$ cat src/rtl/sprite_line_scheduler.sv
// Per-scanline sprite scheduler: scans the sprite Y table during horizontal blank,
// fetches up to SLOTS row bitmaps from the sprite ROM and commits them for the next line.
module sprite_line_scheduler #(
    parameter int NUM_SPR = 8,
    parameter int ID_W    = 3,
    parameter int SLOTS   = 4,
    parameter int ROW_W   = 4
) (
    input  logic                    clk,
    input  logic                    rst,
    input  logic                    line_start,
    input  logic [8:0]              next_y,
    input  logic [NUM_SPR-1:0]      spr_en,
    input  logic [9*NUM_SPR-1:0]    spr_y,
    output logic                    rom_req,
    output logic [ID_W+ROW_W-1:0]   rom_addr,
    input  logic                    rom_ack,
    input  logic [15:0]             rom_data,
    output logic [SLOTS-1:0]        slot_valid,
    output logic [ID_W*SLOTS-1:0]   slot_id,
    output logic [16*SLOTS-1:0]     slot_row,
    output logic                    overflow,
    output logic                    done,
    output logic                    overrun,
    output logic                    busy
);

    localparam int CNT_W = $clog2(SLOTS + 1);
    localparam logic [ID_W-1:0]  LAST_IDX = ID_W'(NUM_SPR - 1);
    localparam logic [CNT_W-1:0] SLOTS_C  = CNT_W'(SLOTS);

    typedef enum logic [1:0] {IDLE, SCAN, FETCH, DONE} state_t;

    state_t            state, state_nxt;
    logic [8:0]        line_y;
    logic [ID_W-1:0]   idx;
    logic [CNT_W-1:0]  cnt;
    logic              ovf;

    logic [SLOTS-1:0]  sh_valid;
    logic [ID_W-1:0]   sh_id  [SLOTS];
    logic [15:0]       sh_row [SLOTS];

    logic [8:0]        cur_y;
    logic [9:0]        diff;
    logic              hit;
    logic              slot_free;
    logic              last;

    // Negative differences set bit 9, so one zero test on the upper bits covers both bounds
    assign cur_y     = spr_y[9*int'(idx) +: 9];
    assign diff      = {1'b0, line_y} - {1'b0, cur_y};
    assign hit       = spr_en[idx] && (diff[9:ROW_W] == '0);
    assign slot_free = (cnt < SLOTS_C);
    assign last      = (idx == LAST_IDX);
    assign busy      = (state != IDLE);

    always_ff @(posedge clk) begin
        if (rst) state <= IDLE;
        else     state <= state_nxt;
    end

    always_comb begin
        state_nxt = state;
        case (state)
            IDLE:  if (line_start) state_nxt = SCAN;
            SCAN: begin
                if (hit && slot_free) state_nxt = FETCH;
                else if (last)        state_nxt = DONE;
            end
            FETCH: if (rom_ack) state_nxt = last ? DONE : SCAN;
            DONE:  state_nxt = IDLE;
            default: state_nxt = IDLE;
        endcase
    end

    always_ff @(posedge clk) begin
        if (rst) begin
            line_y     <= '0;
            idx        <= '0;
            cnt        <= '0;
            ovf        <= 1'b0;
            rom_req    <= 1'b0;
            rom_addr   <= '0;
            slot_valid <= '0;
            slot_id    <= '0;
            slot_row   <= '0;
            overflow   <= 1'b0;
            done       <= 1'b0;
            overrun    <= 1'b0;
            sh_valid   <= '0;
            for (int i = 0; i < SLOTS; i++) begin
                sh_id[i]  <= '0;
                sh_row[i] <= '0;
            end
        end else begin
            done    <= 1'b0;
            overrun <= line_start && (state != IDLE);
            case (state)
                IDLE: begin
                    if (line_start) begin
                        line_y   <= next_y;
                        idx      <= '0;
                        cnt      <= '0;
                        ovf      <= 1'b0;
                        sh_valid <= '0;
                        for (int i = 0; i < SLOTS; i++) begin
                            sh_id[i]  <= '0;
                            sh_row[i] <= '0;
                        end
                    end
                end
                SCAN: begin
                    if (hit && slot_free) begin
                        rom_req  <= 1'b1;
                        rom_addr <= {idx, diff[ROW_W-1:0]};
                    end else begin
                        if (hit) ovf <= 1'b1;
                        if (!last) idx <= idx + 1'b1;
                    end
                end
                FETCH: begin
                    if (rom_ack) begin
                        for (int i = 0; i < SLOTS; i++) begin
                            if (cnt == CNT_W'(i)) begin
                                sh_valid[i] <= 1'b1;
                                sh_id[i]    <= idx;
                                sh_row[i]   <= rom_data;
                            end
                        end
                        cnt     <= cnt + 1'b1;
                        rom_req <= 1'b0;
                        if (!last) idx <= idx + 1'b1;
                    end
                end
                DONE: begin
                    slot_valid <= sh_valid;
                    for (int i = 0; i < SLOTS; i++) begin
                        slot_id[ID_W*i +: ID_W] <= sh_id[i];
                        slot_row[16*i +: 16]    <= sh_row[i];
                    end
                    overflow <= ovf;
                    done     <= 1'b1;
                end
                default: ;
            endcase
        end
    end

endmodule

$ cat config.mk
export PLATFORM = sky130hd
export DESIGN_NAME = sprite_line_scheduler
export DESIGN_NICKNAME = d
export VERILOG_FILES = /design/src/rtl/sprite_line_scheduler.sv
export SDC_FILE = /design/constraint.sdc
export NUM_CORES = 1
export LEC_CHECK = 0
export BUFFER_PORTS_ARGS = -buffer_cell sky130_fd_sc_hd__clkbuf_2
export CORE_MARGIN = 2
export CORE_UTILIZATION = 45
export CTS_CLUSTER_SIZE = 10
export DETAILED_ROUTE_END_ITERATION = 8
export PLACE_DENSITY = 0.67
export SETUP_SLACK_MARGIN = 0.02
export SYNTH_ARGS = -nofsm -noshare
export SYNTH_HDL_FRONTEND = slang
export SYNTH_SLANG_ARGS = --single-unit
$ cat constraint.sdc
create_clock -name clk -period 4.8 [get_ports clk]
set_clock_uncertainty 0.05 [all_clocks]
set_input_delay 0.48 -clock clk [delete_from_list [all_inputs] [get_ports clk]]
set_output_delay 0.48 -clock clk [all_outputs]
set_load 0.03 [all_outputs]
==> flow_summary.json <==
{
  "vias_per_cell": 5.194,
  "synth_area_per_cell_um2": 11.54,
  "placeableCoreArea_um2": 17360,
  "die_h_um": 137.3,
  "synth_cells": 693,
  "hold_viol_final": 0,
  "track_usage_pct": 20.55,
  "crit_fanout": 16,
  "layout-drive-gt1-share_pct": 31.61,
  "crit_start": "idx[0]",
  "ys_seq_elements": 189,
  "outcome": "completed",
  "drv_slew": 0,
  "fin_crit_sh_pct": 88.67,
  "synth_fp_nets": 824,
  "cts_htree_levels": 4,
  "tightestPinTransition_ps": 1134,
  "setup_tns_ps": 0,
  "power_w": 0.004044,
  "seq_area_frac_synth_pct": 54.43,
  "yosysWarnings": 0,
  "synth_top_flop_cell": "dfxtp_1",
  "cts.sinks": 189,
  "grt_pass1_wl_mm": 29.26,
  "fp.dieW_um": 137.3,
  "grt_max_degree": 105,
  "max-clock-path-buffers": 2,
  "use_met1_pct": 26.56,
  "cts_tree": "yes",
  "hold_class": "input port to register",
  "globalplace.congestion": 0.8668,
  "io_pins": 201,
  "maxSlewHeadroom_pct": 24.42,
  "crit_type": "register to register",
  "syn-cell-area_um2": 8000,
  "cts_made_buffers": 17,
  "ys_types": 57,
  "maxCapViolations": 0,
  "ir_drop_v": 0.0002250,
  "mostFrequentLayoutCells": "199 x clkbuf_2, 131 x dfxtp_1, 124 x nor2_1, 96 x mux2i_1, 57 x edfxtp_1",
  "grt.overflow.total": 0,
  "ys_async_sr_fraction_pct": 0,
  "final_common_cell": "clkbuf_2",
  "clk-insertion-delay-late_ps": 430,
  "cts_hold_buf": 0,
  "drtAntennaViolNets": 0,
  "die-area_um2": 18860,
  "end_kind": "register",
  "met2_usage_pct": 33.75,
  "use_met3_pct": 5.188,
  "p_leak_nw": 4.142,
  "critPathLaunchType": "register",
  "cts_resized": 0,
  "clk_pin_slew_worst_paths_ps": 70,
  "io_buffers": 200,
  "antenna_found_initial": 2,
  "rows": 48,
  "power_density_nw_per_um2": 411.7,
  "post-cts-setup-buffer-count": 0,
  "drt-pass1-iter-count": 4,
  "drtIter0Drc": 339,
  "synth-edff-count": 57,
  "required_ps": 5030,
  "grt_setup_unrepaired": "false",
  "drc_errors": 0,
  "dp_hpwl_mm": 13.15,
  "rrSetupSlack_ps": 540,
  "gr-max-usage-layer": "met2",
  "totalWireLength_mm": 18.97,
  "grt_pass1_vias": 5517,
  "via_count": 5791,
  "fmax_mhz": 235.0,
  "r2r_start": "idx[0]",
  "nets": 1007,
  "arrival_ps": 4490,
  "initial_utilization_pct": 46.09,
  "wl_per_cell_um": 17.01,
  "root_buffer": "clkbuf_16",
  "hold_start": "next_y[7]",
  "setup_viol": 0,
  "finalCriticalPeriod_ps": 4256,
  "syn2layout_area_growth_pct": 22.79
}
layer usage:
layer / share of wire (%) / wire length [um] / up-vias
met2: 48 / 9052 / 186
met3: 6.0 / 1140 / 22
met5: 0 / 0 / -
li1: - / - / 2843
met4: 1.6 / 312 / 0
met1: 45 / 8461 / 2740
state kept, by name, summed over array words and instances, names as in the netlist:
signal / cells
rom_addr: 7
sh_valid: 4
slot_valid: 4
overflow: 1
rom_req: 1
line_y: 9
state: 2
cnt: 3
slot_id: 12
overrun: 1
ovf: 1
idx: 3
slot_row: 64
done: 1
sh_id: 12
sh_row: 64
kinds of logic after synthesis:
kind of cell	share of synthesized area [%]
adders and majority gates	3.535
muxes	17.78
DFF	54.43
buffers and inverters	3.175
and+or+nand+nor	13.70
xor gates and xnor gates	0.3285
AOI/OAI and AO/OA	7.054
report_power, final:
part,internal [W],switching [W],total [W]
registers,0.00177,0.0000638,0.00183
logic,0.000312,0.000422,0.000734
clock network,0.000864,0.000617,0.00148
total,0.00294,0.00110,0.00404
synthesized netlist by cell type, drive strengths merged, types with 2 or more instances:
library cell,instances,share of area (%)
a31oi,2,0.16
nand2b,6,0.56
nor2,125,5.9
nor2b,2,0.16
a2111oi,2,0.22
nor3,8,0.50
o22ai,3,0.23
a21bo,2,0.25
nand2,10,0.47
clkbuf,34,1.8
buf,13,0.72
a21oi,15,0.94
ha,21,3.3
or3,2,0.22
a211oi,5,0.47
edfxtp,57,21
a22oi,19,1.8
o21ai,5,0.31
mux2i,96,12
mux2,3,0.42
xnor2,2,0.22
and3,38,3.0
dfxtp,132,33
o21a,3,0.28
nor3b,3,0.28
nand3,2,0.13
a22o,9,0.99
mux4,19,5.3
inv,13,0.61
nor4,2,0.34
and2,20,1.6
through the flow:
stage	utilization [%]	worst slack (ps)	instance area [um2]	std cells	hold slack [ps]
floorplan	-	827.8	8000	693	386.5
global placement	52.94	644.5	9189	1082	408.0
detailed placement	52.94	553.0	9189	1082	409.2
CTS	56.58	525.8	9821	1114	191.3
global route	56.58	281.2	9821	1114	209.8
finish	56.60	543.9	9823	1115	207.5
cell type report:
| class | count | area, um2 |
|---|---|---|
| multi-input combinational | 444 | 3417 |
| sequential | 189 | 4355 |
| antenna | 1 | 2.502 |
| clock inverter | 10 | 125.1 |
| tap | 225 | 281.5 |
| clock buffer | 22 | 506.7 |
| timing repair buffer | 211 | 1086 |
| fill | 1458 | 7533 |
| inverter | 13 | 48.80 |
worst max-delay path, stage by stage (launching register included):
cell and delay [ps]:
dfxtp_2 580, mux4_2 560, mux2_2 270, ha_1 220, fa_1 420, nand2b_1 190, a21oi_1 250, mux2i_1 110
or4_4 450, nor4_4 520, buf_4 260, mux2i_1 180, nor2_1 50
final timing paths:
path | end | cells past startpoint
setup / recovery | rom_addr[6] | 12
hold / removal | line_y[7] | 2
setup reg to reg | rom_addr[6] | 12
hold reg to reg | sh_valid[1] | 2
Power figures use the tool's default switching activity.
